## src/rtl/rx_fifo_fwft.sv

```systemverilog
// First-word-fall-through receive FIFO between the UART RX deserialiser and APB read data.
// Define RX_FIFO_OVF_CNT_EN to add the sticky overflow flag, overflow counter and ovf_clr input.
module rx_fifo_fwft #(
    parameter int DATA_WIDTH = 8,
    parameter int ADDR_W     = 2,
    parameter int AF_THRESH  = 3,
    parameter int AE_THRESH  = 1
) (
    input  logic                  clk,
    input  logic                  rstn,
    input  logic                  flush,
    input  logic [DATA_WIDTH-1:0] data_i,
    input  logic                  valid_in,
    output logic                  ready_in,
    output logic [DATA_WIDTH-1:0] data_o,
    output logic                  valid_out,
    input  logic                  ready_out,
    output logic [ADDR_W:0]       level,
    output logic                  almost_full,
    output logic                  almost_empty
`ifdef RX_FIFO_OVF_CNT_EN
    ,
    input  logic                  ovf_clr,
    output logic                  ovf,
    output logic [7:0]            ovf_cnt
`endif
);

    localparam int DEPTH = 2 ** ADDR_W;
    localparam logic [ADDR_W:0] ONE  = (ADDR_W + 1)'(1);
    localparam logic [ADDR_W:0] AF_L = (ADDR_W + 1)'(AF_THRESH);
    localparam logic [ADDR_W:0] AE_L = (ADDR_W + 1)'(AE_THRESH);

    logic [DATA_WIDTH-1:0] mem_q [DEPTH];
    logic [ADDR_W:0]       wr_ptr_q, wr_ptr_d;
    logic [ADDR_W:0]       rd_ptr_q, rd_ptr_d;
    logic [ADDR_W:0]       level_q, level_d;
    logic                  full, empty;
    logic                  wr_fire, rd_fire;
    logic                  clear;

    // Handshake: a word moves on a rising edge where valid and ready are both 1.
    // ready_in depends only on full, so a full FIFO refuses a write even if a
    // read happens in the same cycle; valid_out/data_o never depend on ready_out.
    assign full  = (wr_ptr_q[ADDR_W-1:0] == rd_ptr_q[ADDR_W-1:0]) &&
                   (wr_ptr_q[ADDR_W] != rd_ptr_q[ADDR_W]);
    assign empty = (wr_ptr_q == rd_ptr_q);

    assign ready_in  = !full;
    assign valid_out = !empty;
    assign data_o    = mem_q[rd_ptr_q[ADDR_W-1:0]];

    assign wr_fire = valid_in && !full;
    assign rd_fire = valid_out && ready_out;
    assign clear   = !rstn || flush;

    assign level        = level_q;
    assign almost_full  = (level_q >= AF_L);
    assign almost_empty = (level_q <= AE_L);

    always_comb begin
        wr_ptr_d = wr_ptr_q;
        rd_ptr_d = rd_ptr_q;
        level_d  = level_q;
        if (wr_fire) begin
            wr_ptr_d = wr_ptr_q + ONE;
        end
        if (rd_fire) begin
            rd_ptr_d = rd_ptr_q + ONE;
        end
        case ({wr_fire, rd_fire})
            2'b10:   level_d = level_q + ONE;
            2'b01:   level_d = level_q - ONE;
            default: level_d = level_q;
        endcase
    end

    always_ff @(posedge clk) begin
        if (clear) begin
            wr_ptr_q <= '0;
            rd_ptr_q <= '0;
            level_q  <= '0;
        end else begin
            wr_ptr_q <= wr_ptr_d;
            rd_ptr_q <= rd_ptr_d;
            level_q  <= level_d;
        end
    end

    // Storage is never cleared; only the pointers decide what is visible.
    always_ff @(posedge clk) begin
        if (!clear && wr_fire) begin
            mem_q[wr_ptr_q[ADDR_W-1:0]] <= data_i;
        end
    end

`ifdef RX_FIFO_OVF_CNT_EN
    logic       ovf_q, ovf_d;
    logic [7:0] ovf_cnt_q, ovf_cnt_d;

    always_comb begin
        ovf_d     = ovf_q;
        ovf_cnt_d = ovf_cnt_q;
        if (ovf_clr) begin
            ovf_d     = 1'b0;
            ovf_cnt_d = 8'd0;
        end else if (valid_in && full) begin
            ovf_d = 1'b1;
            if (ovf_cnt_q != 8'hFF) begin
                ovf_cnt_d = ovf_cnt_q + 8'd1;
            end
        end
    end

    always_ff @(posedge clk) begin
        if (clear) begin
            ovf_q     <= 1'b0;
            ovf_cnt_q <= 8'd0;
        end else begin
            ovf_q     <= ovf_d;
            ovf_cnt_q <= ovf_cnt_d;
        end
    end

    assign ovf     = ovf_q;
    assign ovf_cnt = ovf_cnt_q;
`endif

endmodule

```

## config.mk

```make
export PLATFORM = sky130hd
export DESIGN_NAME = rx_fifo_fwft
export DESIGN_NICKNAME = d
export VERILOG_FILES = /design/src/rtl/rx_fifo_fwft.sv
export SDC_FILE = /design/constraint.sdc
export NUM_CORES = 1
export LEC_CHECK = 0
export ABC_AREA = 0
export CORE_ASPECT_RATIO = 0.5
export CORE_MARGIN = 5
export CORE_UTILIZATION = 48
export DETAILED_ROUTE_END_ITERATION = 10
export GPL_ROUTABILITY_DRIVEN = 0
export PLACE_DENSITY = 0.72
export SLEW_MARGIN = 15
export SYNTH_ARGS = -nofsm -noshare
export SYNTH_HDL_FRONTEND = slang
export SYNTH_SLANG_ARGS = --single-unit
```

## constraint.sdc

```tcl
create_clock -name clk -period 1.8 [get_ports clk]
set_clock_uncertainty 0.05 [all_clocks]
set_input_delay 0.45 -clock clk [delete_from_list [all_inputs] [get_ports clk]]
set_output_delay 0.45 -clock clk [all_outputs]
set_load 0.005 [all_outputs]
```

# Word-level counts from Yosys, hierarchy flattened
# Memory sizes are Yosys's and may differ from the RTL's. A register that Yosys moved wholly into a read port is not among the register bits.
# Index checks and enable logic that the tools add are counted.
word_totals:
  regBits: 9
  latch_bits: 0
  ram_bits: 32
  mem_bits_ro: 0
  out_inout_bits: 15
  n_memories: 1
classes:
  add_sub_neg: 4
  mul: 0
  div: 0
  n_lt_le_gt_ge: 2
  eq_ne: 5
  n_shift: 0
  muxes: 5
  n_bitwise: 0
  reduce_logical: 10
memory_table:
  columns: ["name", "words", "width", "rd", "rd_ports_with_merged_regs", "write_ports", "line", "rtl"]
  rows:
  - ["mem_q", 4, 8, 1, 1, 1, "34", "logic [DATA_WIDTH-1:0] mem_q [DEPTH];"]
op_table:
  columns: ["cell", "n"]
  rows:
  - ["3-bit by 1-bit adder with 3-bit output, second input constant", 3]
  - ["3-bit one-hot mux with 2 select lines", 1]
  - ["1-bit logical AND", 4]
  - ["1-bit logical NOT", 4]
  - ["2-bit two-way mux", 2]
  - ["3-bit equality test", 1]
  - ["3-bit by 2-bit >= comparator with 1-bit output, second input constant", 1]
  - ["3-bit by 1-bit less-or-equal comparator with 1-bit output, second input constant", 1]
  - ["3-bit by 1-bit subtractor with 3-bit output, second input constant", 1]
  - ["2-bit by 1-bit equality test with 1-bit output, second input constant", 1]
  - ["2-bit equality test", 1]
  - ["2-bit equality test, second input constant", 1]
  - ["1-bit two-way mux", 2]
  - ["2-bit nonzero test", 1]
  - ["1-bit logical OR", 1]
  - ["1-bit inequality test", 1]

# Logic depth before layout (Yosys ltp)
depth:
  ltp_word: 7
  depth_mapped: 8

# Worst setup path after synthesis
# OpenSTA, ideal clock, no wires.
synth_timing:
  kind: "reg2reg"
  from: "register wr_ptr_q[1]"
  to: "register level_q[2], in the netlist level[2]"
  setup_time_ps: 129
  arrival_time_ps: 1567
  required_time_ps: 1621
  slack_ps: 54
  path_stages_with_launch: 8
  n_path_buf: 1
  synth_period_minus_slack_ps: 1746
  path_cell_list: "dfxtp_1 > buf_2 > xnor2_1 > nand2_1 > o21ai_0 > ha_1 > o21ai_0 > a21oi_1"
synth_via:
  elab_chain_cells: 6
  word_cells_on_any_way: 11
synth_rtl:
  columns: ["element", "line", "rtl"]
  rows:
  - ["from (decl)", "35", "logic [ADDR_W:0] wr_ptr_q, wr_ptr_d;"]
  - ["from (signal assigned)", "84", "wr_ptr_q <= wr_ptr_d;"]
  - ["2-bit equality test", "45", "assign full = (wr_ptr_q[ADDR_W-1:0] == rd_ptr_q[ADDR_W-1:0]) &&"]
  - ["1-bit logical AND", "45", null]
  - ["1-bit logical NOT", "53", "assign wr_fire = valid_in && !full;"]
  - ["1-bit logical AND", "53", null]
  - ["2-bit by 1-bit equality test with 1-bit output or 2-bit equality test (tied branches)", "71", "case ({wr_fire, rd_fire})"]
  - ["3-bit one-hot mux with 2 select lines or 2-bit nonzero test (tied branches)", null, null]
  - ["to (signal assigned)", "86", "level_q <= level_d;"]
  - ["to (decl)", "37", "logic [ADDR_W:0] level_q, level_d;"]
# Several ways; a longest one is shown, not always the timed one.
# A chain may end at the register's enable or synchronous reset.

==> impl_metrics.csv <==
group,metric,value,unit
pwr,vdd_drop_max,0.342,mV
worst_setup_path,r2r_end,"mem_q[1][5]$_DFFE_PP_",
global_routing,grt_max_degree,14,
logic_synthesis,synth_xor_area_share,3.92,%
clock_network,clock_latency,0.29,ns
logic_synthesis,synth_top_family_by_area,"simple AND/OR/NAND/NOR gates",
pwr,switching_share,23.0,%
placed_design,port-buffer-count,27,
status,run_status,"finished, violations left",
hold_path,hp-class,"flop to flop",
routing,drt_iter0_drc,33,
logic_synthesis,synth_ff_type,"edfxtp_1",
floorplan,die_h,55.4,um
worst_setup_path,critPathRequiredTime,1.30,ns
pwr,p_int,0.00149,W
global_routing,grt.total_usage,15.0,%
timing,fin_crit,1.93,ns
placed_design,dp_slack,-0.240,ns
finish,stdcell_count,251,
logic_synthesis,netlist_top_cells_area,"edfxtp_1 49%, dfxtp_1 11%, mux4_2 9.1%",
routing,dr.pass1.iters,4,
logic_synthesis,synthMuxAreaShare,9.10,%
routing,ant_nets,0,
global_routing,grt_first_pass_wirelength,6520,um
timing,fin_setup_tns,-0.815,ns
routing,via_count,1368,
logic_synthesis,synthTopCellsByCount,"32 x edfxtp_1, 11 x dfxtp_1, 10 x ha_1, 8 x mux4_2",
global_routing,use_met1,20.5,%
clock_network,cts_buffer_depth,2,
logic_synthesis,synth.most_common_cell,"edfxtp_1",
finish,fin_nets,219,
worst_setup_path,endpoint_kind,"output pin",
finish,multi_input_area,830,um^2
placed_design,dpl_cell_area,2540,um^2
timing,rsz0062_at_grt,"yes",
worst_setup_path,crit_slowest_cell,"mux4_2",
placed_design,dpl.hpwl,2760,um
floorplan,dieArea,5590,um^2
finish,final_area,2670,um^2
logic_synthesis,synth_nets,163,
finish,postLayoutCoreUtil,67.8,%
pwr,leakagePower,0.980,nW
clock_network,cts-root-buf,"clkbuf_8",
floorplan,fp.dieW,101,um
logic_synthesis,synth_cells,140,
pwr,comb_power_share,12.9,%
finish,diodes,0,
floorplan,io_pins,28,
timing,finalSetupViolCount,8,
clock_network,h-tree-depth,2,
finish,final_layout_size_suffix_gt1_share,39.6,%
finish,n_fill_cell,260,
global_routing,grt_overflow,0,
placed_design,dpl.cell_count,242,
global_routing,grt_use_met3,3.39,%
logic_synthesis,synth-async-reset-ratio,0,%
hold_path,min_from,"wr_ptr_q[2]$_SDFFE_PP0P_",
logic_synthesis,synth-simple-area-share,10.5,%
routing,drcViolationCount,0,
pwr,seqPwrFrac,56.5,%
clock_network,clk_pin_slew_worst_paths,0.08,ns
logic_synthesis,synth_compound_area_share,8.47,%
logic_synthesis,yosys.area.top_type,"edfxtp_1",
worst_setup_path,critPathMaxFanout,8,
timing,slew_viol_final,0,
clock_network,numCtsBuffers,5,
logic_synthesis,post_synth_fa_ha_maj_area_fraction,6.32,%
pwr,cellPowerDensity,722,nW/um^2
global_routing,antenna_found_initial,0,
pwr,p_clk_share,30.6,%
timing,relSlewSlack,70.4,%
logic_synthesis,ys_ff_latch,43,
global_routing,busiest_layer,"met2",
hold_path,holdPathStages,2,
pwr,switchingPower,0.000443,W
clock_network,hold_buffers,0,
worst_setup_path,rr_startpoint,"rd_ptr_q[1]$_SDFFE_PP0P_",
worst_setup_path,slowest_delay,0.51,ns
routing,wl_per_cell,15.9,um
clock_network,clock_sinks,43,
floorplan,core-area,3940,um^2
timing,setup_ws,-0.127,ns
status,failed_checks,"setup timing",
worst_setup_path,critPathArrivalTime,1.43,ns
logic_synthesis,ys_warn_count,0,
worst_setup_path,reg2reg_slack,0.07,ns
floorplan,start_util,50.2,%
clock_network,cts_tree,"built",
worst_setup_path,rr_worst_depth,6,
logic_synthesis,synth_edf_count,32,
timing,tightest_slew,0.438,ns
global_routing,use_met2,23.1,%
timing,hold_violations,0,
global_routing,grt_pass1_vias,1340,
run,maxCapViolCount,0,
timing,period_share,107,%
hold_path,hold_end,"wr_ptr_q[2]$_SDFFE_PP0P_",
worst_setup_path,crit_chain,"buf_12 -> mux4_2 -> buf_2",
worst_setup_path,start_kind,"flop",
logic_synthesis,synth_area,1980,um^2
timing,max_freq,0.519,GHz
finish,areaGrowthSynthToFinish,35.1,%
logic_synthesis,synth_cell_type_count,34,
logic_synthesis,avgSynthCellArea,14.1,um^2
worst_setup_path,critPathKind,"flop to output pin",
floorplan,rows,16,
finish,regArea,1200,um^2
routing,wl,4000,um
logic_synthesis,synth_top_area_share,48.5,%
logic_synthesis,synth_seq_area_share,59.7,%
routing,viasPerCell,5.45,
[area by class of cell]
class / instances / area share (%)
sequential: 43 / 44.8
multi-input combinational: 87 / 31.0
timing repair buffer: 54 / 17.7
clock buffer: 6 / 2.71
tap: 54 / 2.53
inverter: 5 / 0.702
clock inverter: 2 / 0.468
[sequential cells by signal, indices dropped and copies added, names as in the netlist, named ones only]
| name | cells |
|---|---|
| level | 3 |
| mem_q | 32 |
| wr_ptr_q | 3 |
| rd_ptr_q | 3 |
[placed cells by master (no fill, tap or decap), types with 2 or more instances in the layout]
cell type / instances
nand4_1: 2
clkdlybuf4s50_1: 15
buf_6: 3
dfxtp_2: 8
xor2_1: 3
buf_12: 4
clkbuf_2: 2
nand2_1: 6
a211o_1: 2
nand2b_1: 3
mux4_2: 8
dfxtp_4: 2
clkbuf_8: 5
edfxtp_1: 32
and3_1: 7
buf_4: 20
o211ai_1: 2
nor2_1: 5
xnor2_2: 2
o21ai_1: 2
nor4bb_1: 3
o21ai_0: 3
inv_1: 4
a31oi_1: 4
ha_1: 8
a21oi_1: 5
o311ai_0: 2
xor2_2: 2
buf_2: 10
[logic make-up after synthesis]
logic type,Yosys count
flops,43
xor+xnor,8
compound gates,26
mux,8
simple gates,35
buf+inv,10
fa+ha+maj,10
[critical path: cells and delay by family, from the launching register on]
kind                   cells  cell delay, ns
DFF                        1            0.34
buffers and inverters      2            0.28
muxes                      1            0.51
[power groups by stage]
| stage | sequential, W | clock, W | combinational, W |
|---|---|---|---|
| 2_1_floorplan | 0.00111 | 0 | 0.0000997 |
| 3_3_place_gp | 0.00111 | 0 | 0.000239 |
| 3_5_place_dp | 0.00111 | 0 | 0.000244 |
| 4_1_cts | 0.00109 | 0.000601 | 0.000238 |
| 5_1_grt | 0.00109 | 0.000655 | 0.000273 |
| 6_report | 0.00109 | 0.000590 | 0.000249 |
[stage by stage]
stage	hold slack (ns)	power, W
2_1_floorplan	0.451	0.00121
5_1_grt	0.515	0.00202
6_report	0.466	0.00193
3_3_place_gp	0.468	0.00135
4_1_cts	0.489	0.00193
3_5_place_dp	0.472	0.00135
[how the worst max path moves through the flow]
stage,slack [ns],cells past startpoint,endpoint,start
2_1_floorplan,0.05,7,level[2]$_SDFFE_PP0P_,wr_ptr_q[1]$_SDFFE_PP0P_
4_1_cts,-0.15,3,data_o[2],flop
3_5_place_dp,-0.24,5,mem_q[1][5]$_DFFE_PP_,flush
3_3_place_gp,-0.17,5,mem_q[0][1]$_DFFE_PP_,flush
5_1_grt,-0.18,3,data_o[2],flop
6_report,-0.13,3,data_o[2],flop
[timing repair]
action | CTS | global route
setup endpoints to repair | 14 | 48
buffers inserted | 1 | 0
gates resized for setup | 52 | 25
pin swaps | 2 | 8
[metal layers]
metal,vias up,share of wire [%]
li1,658,-
met4,0,1.6
met3,8,4.8
met5,-,0
met2,30,48
met1,672,46
(Power assumes the default switching activity.)
